[src/rtl/ucsbece154b_hazard_ctrl.sv]
// ============================================================================
// Module   : ucsbece154b_hazard_ctrl
// Purpose  : Forwarding/stall/flush control with shadow E/M/W state and an
//            I/D-cache miss FSM. Optional macro HAZARD_PERF_CNT_EN adds
//            saturating performance counters.
// Revision : 1.0
// ============================================================================
`default_nettype none

module ucsbece154b_hazard_ctrl #(
   parameter int REG_AW          = 5,
   parameter int LOAD_USE_STALLS = 1,
   parameter int CNT_W           = 32
) (
   input  logic              clk,
   input  logic              reset,
   input  logic [REG_AW-1:0] Rs1D_i,
   input  logic [REG_AW-1:0] Rs2D_i,
   input  logic [REG_AW-1:0] RdD_i,
   input  logic              RegWriteD_i,
   input  logic [1:0]        ResultSrcD_i,
   input  logic [REG_AW-1:0] Rs1E_i,
   input  logic [REG_AW-1:0] Rs2E_i,
   input  logic              MisspredictE_i,
   input  logic              IReady_i,
   input  logic              MemReqM_i,
   input  logic              DReady_i,
   output logic              StallF_o,
   output logic              StallD_o,
   output logic              StallE_o,
   output logic              StallM_o,
   output logic              FlushD_o,
   output logic              FlushE_o,
   output logic              FlushW_o,
   output logic [1:0]        ForwardAE_o,
   output logic [1:0]        ForwardBE_o,
   output logic [REG_AW-1:0] RdE_o,
   output logic [REG_AW-1:0] RdM_o,
   output logic [REG_AW-1:0] RdW_o,
   output logic              RegWriteW_o,
`ifdef HAZARD_PERF_CNT_EN
   output logic [CNT_W-1:0]  ICycMiss_o,
   output logic [CNT_W-1:0]  DCycMiss_o,
   output logic [CNT_W-1:0]  LuStall_o,
   output logic [CNT_W-1:0]  Flush_o,
`endif
   output logic [1:0]        State_o
);

   typedef enum logic [1:0] {
      RUN   = 2'b00,
      IWAIT = 2'b01,
      DWAIT = 2'b10
   } state_t;

   localparam logic [REG_AW-1:0] c_zero = '0;

   if (CNT_W < 1) begin : g_bad_cnt_w
      $error("CNT_W must be at least 1");
   end

   state_t            state_q, state_d;
   logic [REG_AW-1:0] rd_e_q, rd_e_d, rd_m_q, rd_m_d, rd_w_q, rd_w_d;
   logic              rw_e_q, rw_e_d, rw_m_q, rw_m_d, rw_w_q, rw_w_d;
   logic              ld_e_q, ld_e_d, ld_m_q, ld_m_d;

   logic dmiss, lu, m_blocked;

   assign dmiss     = MemReqM_i & ~DReady_i;
   assign m_blocked = (LOAD_USE_STALLS == 2) & ld_m_q;
   assign lu = (ld_e_q & (rd_e_q != c_zero) & ((Rs1D_i == rd_e_q) | (Rs2D_i == rd_e_q)))
             | (m_blocked & (rd_m_q != c_zero) & ((Rs1D_i == rd_m_q) | (Rs2D_i == rd_m_q)));

   function automatic logic [1:0] fwd_sel(input logic [REG_AW-1:0] s,
                                          input logic [REG_AW-1:0] rd_m, input logic rw_m,
                                          input logic blk_m,
                                          input logic [REG_AW-1:0] rd_w, input logic rw_w);
      if ((s == rd_m) && rw_m && (s != '0) && !blk_m) return 2'b10;
      else if ((s == rd_w) && rw_w && (s != '0))      return 2'b01;
      else                                            return 2'b00;
   endfunction

   always_comb begin
      StallF_o = 1'b0;
      StallD_o = 1'b0;
      StallE_o = 1'b0;
      StallM_o = 1'b0;
      FlushD_o = 1'b0;
      FlushE_o = 1'b0;
      FlushW_o = 1'b0;
      // E is frozen during a D-miss, so a pending redirect is simply held.
      if (dmiss) begin
         StallF_o = 1'b1;
         StallD_o = 1'b1;
         StallE_o = 1'b1;
         StallM_o = 1'b1;
         FlushW_o = 1'b1;
      end else if (MisspredictE_i) begin
         FlushD_o = 1'b1;
         FlushE_o = 1'b1;
      end else if (!IReady_i || lu) begin
         StallF_o = 1'b1;
         StallD_o = 1'b1;
         FlushE_o = 1'b1;
      end
      ForwardAE_o = fwd_sel(Rs1E_i, rd_m_q, rw_m_q, m_blocked, rd_w_q, rw_w_q);
      ForwardBE_o = fwd_sel(Rs2E_i, rd_m_q, rw_m_q, m_blocked, rd_w_q, rw_w_q);
   end

   always_comb begin
      state_d = state_q;
      if (dmiss) state_d = DWAIT;
      else begin
         case (state_q)
            RUN:     if (!IReady_i) state_d = IWAIT;
            IWAIT:   if (IReady_i)  state_d = RUN;
            DWAIT:   if (DReady_i)  state_d = RUN;
            default:                state_d = RUN;
         endcase
      end
   end

   always_comb begin
      rd_e_d = rd_e_q; rw_e_d = rw_e_q; ld_e_d = ld_e_q;
      rd_m_d = rd_m_q; rw_m_d = rw_m_q; ld_m_d = ld_m_q;
      rd_w_d = rd_w_q; rw_w_d = rw_w_q;
      if (FlushE_o) begin
         rd_e_d = '0; rw_e_d = 1'b0; ld_e_d = 1'b0;
      end else if (!StallE_o) begin
         rd_e_d = RdD_i; rw_e_d = RegWriteD_i; ld_e_d = (ResultSrcD_i == 2'b01);
      end
      if (!StallM_o) begin
         rd_m_d = rd_e_q; rw_m_d = rw_e_q; ld_m_d = ld_e_q;
      end
      if (FlushW_o) begin
         rd_w_d = '0; rw_w_d = 1'b0;
      end else if (!StallM_o) begin
         rd_w_d = rd_m_q; rw_w_d = rw_m_q;
      end
   end

   always_ff @(posedge clk or negedge reset) begin
      if (!reset) begin
         state_q <= RUN;
         rd_e_q <= '0; rw_e_q <= 1'b0; ld_e_q <= 1'b0;
         rd_m_q <= '0; rw_m_q <= 1'b0; ld_m_q <= 1'b0;
         rd_w_q <= '0; rw_w_q <= 1'b0;
      end else begin
         state_q <= state_d;
         rd_e_q <= rd_e_d; rw_e_q <= rw_e_d; ld_e_q <= ld_e_d;
         rd_m_q <= rd_m_d; rw_m_q <= rw_m_d; ld_m_q <= ld_m_d;
         rd_w_q <= rd_w_d; rw_w_q <= rw_w_d;
      end
   end

   assign RdE_o       = rd_e_q;
   assign RdM_o       = rd_m_q;
   assign RdW_o       = rd_w_q;
   assign RegWriteW_o = rw_w_q;
   assign State_o     = state_q;

`ifdef HAZARD_PERF_CNT_EN
   logic [CNT_W-1:0] icyc_q, icyc_d, dcyc_q, dcyc_d, lu_q, lu_d, fl_q, fl_d;

   always_comb begin
      icyc_d = icyc_q;
      dcyc_d = dcyc_q;
      lu_d   = lu_q;
      fl_d   = fl_q;
      if (dmiss && (dcyc_q != '1)) dcyc_d = dcyc_q + 1'b1;
      if (!dmiss && MisspredictE_i && (fl_q != '1)) fl_d = fl_q + 1'b1;
      if (!dmiss && !MisspredictE_i && !IReady_i && (icyc_q != '1)) icyc_d = icyc_q + 1'b1;
      if (!dmiss && !MisspredictE_i && IReady_i && lu && (lu_q != '1)) lu_d = lu_q + 1'b1;
   end

   always_ff @(posedge clk or negedge reset) begin
      if (!reset) begin
         icyc_q <= '0; dcyc_q <= '0; lu_q <= '0; fl_q <= '0;
      end else begin
         icyc_q <= icyc_d; dcyc_q <= dcyc_d; lu_q <= lu_d; fl_q <= fl_d;
      end
   end

   assign ICycMiss_o = icyc_q;
   assign DCycMiss_o = dcyc_q;
   assign LuStall_o  = lu_q;
   assign Flush_o    = fl_q;
`endif

endmodule

`default_nettype wire

[config.mk]
export PLATFORM = sky130hd
export DESIGN_NAME = ucsbece154b_hazard_ctrl
export DESIGN_NICKNAME = d
export VERILOG_FILES = /design/src/rtl/ucsbece154b_hazard_ctrl.sv
export SDC_FILE = /design/constraint.sdc
export NUM_CORES = 1
export LEC_CHECK = 0
export BUFFER_PORTS_ARGS = -buffer_cell sky130_fd_sc_hd__buf_2
export CAP_MARGIN = 20
export CORE_UTILIZATION = 48
export DETAILED_ROUTE_END_ITERATION = 16
export PLACE_DENSITY = 0.81
export SYNTH_ARGS = -nofsm -noshare
export SYNTH_HDL_FRONTEND = slang
export SYNTH_SLANG_ARGS = --single-unit
[constraint.sdc]
create_clock -name clk -period 4.9 [get_ports clk]
set_clock_uncertainty 0.1 [all_clocks]
set_input_delay 0.49 -clock clk [delete_from_list [all_inputs] [get_ports clk]]
set_output_delay 0.49 -clock clk [all_outputs]
set_load 0.01 [all_outputs]
==> results of run 1 <==
-- cell usage after synthesis --
cell | number | share of area, %
nor4_1 | 4 | 2.1
nor2_1 | 4 | 1.2
clkbuf_1 | 3 | 0.93
or4_1 | 2 | 1.2
nor2b_1 | 8 | 4.1
nor3_1 | 1 | 0.41
a32o_1 | 7 | 5.8
buf_2 | 1 | 0.41
nand4_1 | 4 | 2.1
and3_1 | 1 | 0.52
buf_4 | 3 | 1.9
inv_1 | 2 | 0.62
a21oi_1 | 1 | 0.41
o221ai_4 | 1 | 2.2
nand3_1 | 2 | 0.83
inv_2 | 1 | 0.31
a31oi_1 | 2 | 1.0
nor3_2 | 2 | 1.7
xor2_1 | 8 | 5.8
xnor2_1 | 22 | 16
dfrtp_1 | 21 | 43
or4_4 | 1 | 0.93
nand2_1 | 2 | 0.62
mux2_2 | 6 | 5.6
-- kinds of logic after synthesis --
group / after synthesis
simple gates: 31
xor+xnor: 30
flops: 21
buf+inv: 10
compound gates: 11
mux: 6
-- worst max path at each step --
stage	from	to	slack (ns)	cells after the start
finish	RdE_o[0]	StallD_o	2.31	6
detailed placement	DReady_i	StallF_o	2.44	5
floorplan	Rs1E_i[1]	ForwardAE_o[0]	2.64	4
CTS	RdE_o[0]	StallF_o	2.33	6
global placement	MemReqM_i	StallF_o	2.56	5
global route	RdE_o[0]	StallF_o	2.12	6
-- worst register-to-register path: stages (launching register included) --
cell and delay, ns:
dfrtp_1 0.50, xnor2_1 0.22, nand3_1 0.12, nor3_2 0.26, o221ai_4 0.19, a32o_1 0.29
-- through the flow --
stage / setup slack (ns) / utilization, %
after floorplan: 2.64 / -
after global placement: 2.56 / 66.1
after detailed placement: 2.44 / 66.1
after CTS: 2.33 / 67.3
after global routing: 2.12 / 67.3
final: 2.31 / 67.3
-- power breakdown --
group	total [mW]	internal [mW]	leakage, nW	switching [mW]
Combinational	0.0858	0.0445	0.478	0.0413
Clock	0.0785	0.0303	0.0177	0.0482
Sequential	0.197	0.183	0.282	0.0140
-- final cells by class --
| cell class | count | area share [%] |
|---|---|---|
| Multi-Input combinational cell | 78 | 41.2 |
| Sequential cell | 21 | 34.0 |
| Tap cell | 28 | 2.27 |
| Timing Repair Buffer | 62 | 20.1 |
| Inverter | 3 | 0.728 |
| Clock buffer | 3 | 1.46 |
| Clock inverter | 1 | 0.324 |
-- routing by layer --
layer	vias to the layer above	global-route usage [%]	routed length [microns]
met5	-	0	0
met2	51	40.8	1390
li1	502	-	-
met4	0	2.63	0
met1	508	24.7	1060
met3	0	2.90	184
-- sequential cells by signal (all words and copies together), names as in the netlist --
| name | flops |
|---|---|
| State_o | 2 |
| ld_e_q | 1 |
| rw_m_q | 1 |
| RdW_o | 5 |
| rw_e_q | 1 |
| RdM_o | 5 |
| RdE_o | 5 |
| RegWriteW_o | 1 |
==> results by group, run 1 <==
Outcome
  – Status: complete, no violations

Routing
  – DR vias: 1061
  – Remaining antenna violation count: 0
  – DRC viols: 0
  – Post-Route WL: about 2600 microns
  – TritonRoute pass-1 iters: 4
  – DR vias/cell: around 5.4
  – Routed length per instance: roughly 13 microns
  – Initial drt markers: 16

Worst setup path
  – Crit-path max FO: 9
  – Reg2reg end: rw_e_q
  – Max incr delay on CP: roughly 0.5 ns
  – Worst path cell trace: xnor2_1, nand3_1, nor3_2, o221ai_4, a31oi_1, buf_2
  – R2R setup slack: 3.13 ns
  – Critical Path End Type: output port
  – Crit Path Class: reg2out
  – Register-to-Register Path Depth: 5
  – CP required: about 4.3 ns
  – FF-to-FF Start: RdE_o[0]
  – Crit-path slowest cell: dfrtp_1
  – CP bufs+invs: 1
  – Arrival time worst endpoint: about 2.0 ns
  – Critical path's top delay family: flip-flops
  – Worst setup SP type: register

Pwr
  – Maximum VDD drop: between 0.15 and 0.2 mV
  – Leakage power: around 0.78 nW
  – PD cells: approximately 230 nW/um^2
  – Overall Power: 0.361 mW

Finish
  – Most common cell after layout, fill and taps aside: buf_2
  – Footprint of the multi-input gates: around 640 sq um
  – Diode count: 0
  – Final Cell Area: about 1500 sq um
  – Synth-to-Final Area Change: 27.8%
  – Share of layout cells above drive strength 1: 46.4%
  – Most frequent cells in the layout: buf_2 (62), xnor2_1 (22), dfrtp_1 (21), xor2_1 (8)
  – Nets: between 200 and 250
  – Fill count: 188
  – Non-Filler Instances: between 150 and 200
  – FF+latch area: between 500 and 600 sq um

Synth
  – XOR/XNOR share of the synthesized area: between 20% and 30%
  – Mux contribution to synthesized area: under 10%
  – Net Count, Synth: 143
  – Mapped Cells: around 110
  – Register area share after synthesis: a little over two fifths
  – Netlist Area Pre-Place: around 1200 sq um
  – Simple-gate share of the synthesized area: 15.7%
  – Largest family of logic cells by synthesized area: XOR/XNOR gates
  – Syn_area_per_cell: approximately 11 sq um
  – FF+latch count, synth: 21
  – Post-synthesis compound-gate area fraction: 9.41%
  – Synthesis Warnings: 0
  – Post-synthesis adder-cell area fraction: 0%
  – Distinct cells, synth: 24

Timing
  – Max-slew headroom: between 30% and 40%
  – Max-slew violations: 0
  – RSZ-0062 raised after global routing: false
  – Final setup fails: 0
  – Final Hold Viols: 0
  – Final Cycle Share: about 53%
  – Setup TNS: 0 ns
  – Tightest Pin Transition: slightly below 1 ns
  – Worst hold slack: about 0.030 ns
  – Min Tclk post-route: between 2 and 3 ns
  – Highest Clock Rate: 386 MHz

Global route
  – All-Layer GR Usage: around a fifth
  – First-pass GRT wire length: 4220 microns
  – Initial antenna violation count: 0
  – Vias in the first global route: just under 1k
  – Largest net degree at the start of global routing: 27
  – Gr ovfl total: 0

Run
  – Max cap viols: 0

CTS
  – Skew-Pair Late Insertion Delay: a little under 0.3 ns
  – Clock Path Buffers: 2
  – Cts bufs inserted: 3
  – CTS resizes: 0
  – H-tree levels: 1
  – Post-CTS Hold Buffers: 0
  – Root buf cell: clkbuf_4
  – Clk sinks: 21
  – # Post-CTS Setup Buffers: 0
  – CTS clock-pin slew for the worst setup and hold paths: ~0.11 ns
  – TritonCTS clock tree: built

Placement
  – Hpwl dp: 2130 microns
  – # port buffers: 62
  – Placed insts: approximately 190
  – Final GP Congestion: about 0.66
  – Cell Area, Placed: around 1500 sq um

Die
  – Core Area: roughly 2300 sq um
  – Die Width: between 50 and 60 microns
  – Initial Util: 52.7%
  – Die height: ~52 microns
  – Rows: 17
  – Die Area: 2730 sq um
  – I/O pins: 63

Hold path
  – Worst min path class: in2async
Note: power is estimated with default switching activity, not from simulation.
==> run 2: changes to the inputs <==
--- a/config.mk
+++ b/config.mk
@@ -7,9 +7,9 @@
 export LEC_CHECK = 0
 export BUFFER_PORTS_ARGS = -buffer_cell sky130_fd_sc_hd__buf_2
 export CAP_MARGIN = 20
-export CORE_UTILIZATION = 48
+export CORE_UTILIZATION = 44
 export DETAILED_ROUTE_END_ITERATION = 16
-export PLACE_DENSITY = 0.81
+export PLACE_DENSITY = 0.75
 export SYNTH_ARGS = -nofsm -noshare
 export SYNTH_HDL_FRONTEND = slang
 export SYNTH_SLANG_ARGS = --single-unit
==> constraint.sdc (replaced) <==
create_clock -name clk -period 2.4 [get_ports clk]
set_clock_uncertainty 0.1 [all_clocks]
set_input_delay 0.24 -clock clk [delete_from_list [all_inputs] [get_ports clk]]
set_output_delay 0.24 -clock clk [all_outputs]
set_load 0.01 [all_outputs]
==> results by group, run 2 (synthesis results as in run 1) <==
Global route
  – Vias in the first global route: 940 (-2.6%)
  – All-Layer GR Usage: 19.5% (-1.4 points)
  – Largest net degree at the start of global routing: 22 (-19%)
  – First-pass GRT wire length: 4160 microns (-1.3%)
  – Gr ovfl total: 0 (unchanged)
  – Initial antenna violation count: 0 (unchanged)

Worst setup path
  – Crit Path Class: reg2out
  – Register-to-Register Path Depth: 3 (-2)
  – Crit-path max FO: 9 (unchanged)
  – FF-to-FF Start: RdE_o[1]
  – R2R setup slack: 0.68 ns (-2.45 ns)
  – CP startpoint: RdE_o[1]
  – Reg2reg end: RdE_o[3]
  – Setup crit end: StallF_o
  – Arrival time worst endpoint: 1.94 ns (-0.06 ns)
  – Worst setup SP type: register
  – CP required: 2.06 ns (-2.25 ns)
  – Critical Path End Type: output port

Die
  – Rows: 18 (+1)
  – Initial Util: 47.5% (-5.1 points)
  – Die Width: 54.4 microns (+4.3%)
  – Core Area: 2540 sq um (+11%)
  – I/O pins: 63 (unchanged)
  – Die Area: 2960 sq um (+8.7%)
  – Die height: 54.4 microns (+4.3%)

Timing
  – Final Cycle Share: between 90% and 100%
  – RSZ-0062 raised after global routing: false
  – Tightest Pin Transition: 0.461 ns (-0.503 ns)
  – Min Tclk post-route: 2.28 ns
  – Final Hold Viols: 0 (unchanged)
  – Final setup fails: 0 (unchanged)
  – Setup TNS: 0 ns (unchanged)
  – Worst hold slack: 0.0380 ns (+0.00781 ns)
  – PnR worst setup slack: 0.117 ns (-2.19 ns)
  – Max-slew violations: 0 (unchanged)
  – Highest Clock Rate: 438 MHz
  – Max-slew headroom: 69.3% (+34 points)

Placement
  – Hpwl dp: 2220 microns (+4.1%)
  – Pre-CTS setup slack: 0.433 ns (-2.01 ns)
  – Placed insts: 196 (+2.1%)
  – # port buffers: 62 (unchanged)
  – Cell Area, Placed: 1540 sq um (+1.2%)
  – Final GP Congestion: 0.695 (+5.9%)

Pwr
  – Overall Power: 0.750 mW (+110%)
  – PD cells: 473 nW/um^2 (+100%)
  – Maximum VDD drop: 0.371 mV (+110%)
  – Leakage power: 0.791 nW (+1.7%)

Routing
  – Routed length per instance: 13.9 microns (+3.4%)
  – Remaining antenna violation count: 0 (unchanged)
  – Post-Route WL: 2810 microns (+6.6%)
  – TritonRoute pass-1 iters: 4 (unchanged)
  – Initial drt markers: 13 (-3)
  – DR vias: 1060 (-0.094%)
  – DR vias/cell: 5.25 (-3.1%)
  – DRC viols: 0 (unchanged)

Finish
  – Most common cell after layout, fill and taps aside: buf_2
  – Synth-to-Final Area Change: 31.0%
  – FF+latch area: 528 sq um (+0.48%)
  – Footprint of the multi-input gates: 637 sq um (unchanged)
  – Diode count: 0 (unchanged)
  – Nets: 207 (+2.0%)
  – Fill count: 221 (+18%)
  – Most frequent cells in the layout: buf_2 (62), xnor2_1 (22), dfrtp_1 (19), xor2_1 (8)
  – Share of layout cells above drive strength 1: 47.1% (+0.66 points)
  – Final core utilization: 62.3% (-5.0 points)
  – Final Cell Area: 1590 sq um (+2.5%)
  – Non-Filler Instances: 202 (+3.1%)

CTS
  – Root buf cell: clkbuf_4
  – TritonCTS clock tree: built
  – Clock Path Buffers: 2 (unchanged)
  – Cts bufs inserted: 3 (unchanged)
  – H-tree levels: 1 (unchanged)
  – Clk sinks: 21 (unchanged)
  – Skew-Pair Late Insertion Delay: 0.30 ns (about the same)
  – CTS clock-pin slew for the worst setup and hold paths: 0.11 ns (about the same)

Outcome
  – Status: complete, no violations

Run
  – Max cap viols: 0 (unchanged)

Hold path
  – Worst min path class: in2reg
==> run 2: changes by cell type in the layout (fill, tap and decap cells not counted) <==
cell,previous run,this run
buf_4,0,2
dfrtp_1,21,19
dfrtp_2,0,2
dlygate4sd3_1,0,2
clkbuf_1,0,1
clkinv_2,1,0
==> run 2: area by class of cell <==
cell class / count / area share (%)
Tap cell: 30 / 2.37
Timing Repair Buffer: 66 / 21.8
Clock buffer: 4 / 1.66
Multi-Input combinational cell: 78 / 40.2
Sequential cell: 21 / 33.3
Inverter: 3 / 0.710
==> run 2: worst max-delay path: stages, from the launching register on <==
cell      delay [ns]
dfrtp_1         0.46
or4_4           0.57
o221ai_4        0.30
a31oi_1         0.15
buf_2           0.16
==> run 2: worst min path at each step <==
stage / start / end / slack [ns] / depth (start not counted)
final: IReady_i / State_o[0] / 0.04 / 2
after global routing: IReady_i / State_o[0] / 0.03 / 2
after CTS: IReady_i / State_o[0] / 0.03 / 2
after detailed placement: reset / RdE_o[4] / 0.12 / 1
after global placement: reset / ld_e_q / 0.11 / 1
after floorplan: reset / RdE_o[0] / -0.16 / 0
==> run 2: timing repair <==
item,CTS,global route
endpoints found under the setup margin,0,2
hold endpoints to repair,22,0
hold buffers,2,0
resized for setup,0,2
setup buffers,0,0
==> run 2: report_power, final <==
group	switching (mW)	total (mW)	internal (mW)
combinational	0.0856	0.181	0.0951
sequential	0.0297	0.404	0.374
clock	0.101	0.166	0.0647
total	0.216	0.750	0.534
==> run 2: per-layer routing <==
metal  routed length, microns  share of wire [%]  vias to the layer above  GRT usage [%]
li1                         -                  -                      514              -
met1                     1190                 42                      495           22.9
met2                     1430                 51                       51           38.0
met3                      192                6.8                        0           1.67
met4                        0                  0                        0           3.85
met5                        0                  0                        -              0
==> run 3: changes to the inputs <==
--- a/config.mk
+++ b/config.mk
@@ -9,7 +9,9 @@
 export CAP_MARGIN = 20
 export CORE_UTILIZATION = 44
 export DETAILED_ROUTE_END_ITERATION = 16
-export PLACE_DENSITY = 0.75
+export GPL_ROUTABILITY_DRIVEN = 0
+export HOLD_SLACK_MARGIN = 0.05
+export PLACE_DENSITY = 0.9
 export SYNTH_ARGS = -nofsm -noshare
 export SYNTH_HDL_FRONTEND = slang
 export SYNTH_SLANG_ARGS = --single-unit
==> results by group, run 3 (synthesis results as in run 1) <==
Outcome
  – Status: complete, no violations

Timing
  – Max-slew violations: 0 (unchanged)
  – Worst hold slack: 0.0620 ns (+0.0240 ns)
  – RSZ-0062 raised after global routing: false
  – Setup TNS: 0 ns (unchanged)
  – Final Cycle Share: 95.6% (+0.49 points)
  – PnR worst setup slack: 0.106 ns (-0.0118 ns)
  – Highest Clock Rate: 436 MHz (-0.51%)
  – Final Hold Viols: 0 (unchanged)
  – Min Tclk post-route: 2.29 ns (+0.0118 ns)
  – Final setup fails: 0 (unchanged)
  – Max-slew headroom: 70.0% (+0.76 points)
  – Tightest Pin Transition: 0.449 ns (-0.0114 ns)

Worst setup path
  – FF-to-FF Start: RdE_o[1]
  – Crit-path max FO: 9 (unchanged)
  – Setup crit end: StallF_o
  – Worst setup SP type: register
  – CP required: 2.06 ns (about the same)
  – R2R setup slack: 0.66 ns (-0.02 ns)
  – Critical Path End Type: output port
  – Reg2reg end: rw_e_q
  – Worst path cell trace: or4_4, o221ai_4, a31oi_1, buf_2
  – Arrival time worst endpoint: 1.95 ns (about the same)
  – CP startpoint: RdE_o[1]
  – Crit-path slowest cell: or4_4
  – Crit Path Class: reg2out
  – Max incr delay on CP: 0.58 ns (about the same)
  – Register-to-Register Path Depth: 3 (unchanged)

Global route
  – All-Layer GR Usage: 19.5% (-0.034 points)
  – First-pass GRT wire length: 4120 microns (-0.99%)
  – GR Util met1: 22.3% (-0.65 points)
  – Vias in the first global route: 978 (+4.0%)
  – Largest net degree at the start of global routing: 22 (unchanged)
  – GR Util met3: 2.50% (+0.83 points)
  – Gr ovfl total: 0 (unchanged)
  – Initial antenna violation count: 0 (unchanged)
  – Busiest layer in global routing: met2
  – GRT met2 Usage: 36.8% (-1.2 points)

Routing
  – Routed length per instance: 13.7 microns (-1.4%)
  – DR vias: 1080 (+1.9%)
  – DR vias/cell: 5.35 (+1.9%)
  – Post-Route WL: 2770 microns (-1.4%)
  – DRC viols: 0 (unchanged)
  – Initial drt markers: 23 (+10)
  – Remaining antenna violation count: 0 (unchanged)
  – TritonRoute pass-1 iters: 4 (unchanged)

CTS
  – Clk sinks: 21 (unchanged)
  – Skew-Pair Late Insertion Delay: 0.30 ns (about the same)
  – H-tree levels: 1 (unchanged)
  – CTS clock-pin slew for the worst setup and hold paths: 0.11 ns (about the same)
  – Cts bufs inserted: 3 (unchanged)
  – Clock Path Buffers: 2 (unchanged)
  – TritonCTS clock tree: built
  – # Post-CTS Setup Buffers: 0 (unchanged)
  – Root buf cell: clkbuf_4

Placement
  – Pre-CTS setup slack: 0.440 ns (+0.00725 ns)
  – Placed insts: 195 (-0.51%)
  – Hpwl dp: 2140 microns (-3.4%)
  – Cell Area, Placed: 1530 sq um (-0.49%)
  – # port buffers: 62 (unchanged)

Die
  – Die Area: 2960 sq um (unchanged)
  – I/O pins: 63 (unchanged)
  – Die height: 54.4 microns (unchanged)
  – Rows: 18 (unchanged)
  – Die Width: 54.4 microns (unchanged)
  – Core Area: 2540 sq um (unchanged)
  – Initial Util: 47.5% (unchanged)

Finish
  – Non-Filler Instances: 202 (unchanged)
  – Synth-to-Final Area Change: 31.2%
  – Share of layout cells above drive strength 1: 46.5% (-0.58 points)
  – Final Cell Area: 1590 sq um (+0.16%)
  – Diode count: 0 (unchanged)
  – Nets: 207 (unchanged)
  – Most common cell after layout, fill and taps aside: buf_2
  – Final core utilization: 62.4% (+0.098 points)
  – Most frequent cells in the layout: buf_2 (62), xnor2_1 (22), dfrtp_1 (20), xor2_1 (8)

Pwr
  – Psw: 0.219 mW (+1.2%)
  – Leakage power: 0.796 nW (+0.55%)
  – Pint: 0.531 mW (-0.56%)
  – Clk pwr share: 22.2% (about the same)
  – Switch share: 29.2% (+0.37 points)
  – Sequential power share: 54.0% (+0.2 points)
  – PD cells: 472 nW/um^2 (-0.20%)
  – Maximum VDD drop: 0.390 mV (+5.4%)
  – Overall Power: 0.750 mW (about the same)
  – Comb pwr share: 23.9% (-0.2 points)

Run
  – Max cap viols: 0 (unchanged)

Hold path
  – Worst min path class: in2reg
==> run 3: worst min path at each step <==
stage	startpoint	endpoint	slack [ns]	depth (start not counted)
global placement	reset	ld_e_q	0.10	1
finish	MemReqM_i	State_o[1]	0.06	3
floorplan	reset	RdE_o[0]	-0.16	0
detailed placement	reset	RdE_o[0]	0.11	1
global route	MemReqM_i	State_o[1]	0.07	3
CTS	MemReqM_i	State_o[1]	0.06	3
==> run 3: repair_timing <==
item / 4_1_cts / 5_1_grt
hold buffers: 3 / 0
gates resized for setup: 0 / 1
endpoints found under the hold margin: 23 / 0
setup endpoints to repair: 0 / 2
==> run 3: cell type report <==
type / count / area [sq um]
fill: 204 / 957
multi-input combinational: 78 / 637
clock buffer: 3 / 22.5
clock inverter: 1 / 5.00
sequential: 21 / 527
timing repair buffer: 66 / 348
tap: 30 / 37.5
inverter: 3 / 11.3
==> run 3: routing by layer <==
| layer | wire, microns | vias to the layer above |
|---|---|---|
| met5 | 0 | - |
| met4 | 21 | 0 |
| met3 | 213 | 4 |
| met2 | 1390 | 74 |
| met1 | 1150 | 488 |
| li1 | - | 514 |
==> run 3: critical path: cells and delay by family (launching register included) <==
| family | cells | cell delay, ns |
|---|---|---|
| flip-flops | 1 | 0.48 |
| buffers and inverters | 1 | 0.16 |
| AO/OA/AOI/OAI | 2 | 0.44 |
| AND/OR/NAND/NOR | 1 | 0.58 |
==> run 3: power by group through the flow <==
stage,Combinational (mW),Clock [mW],Sequential (mW)
2_1_floorplan,0.0947,0,0.412
3_3_place_gp,0.170,0,0.408
3_5_place_dp,0.176,0,0.411
4_1_cts,0.180,0.169,0.404
5_1_grt,0.196,0.183,0.408
6_report,0.179,0.166,0.404
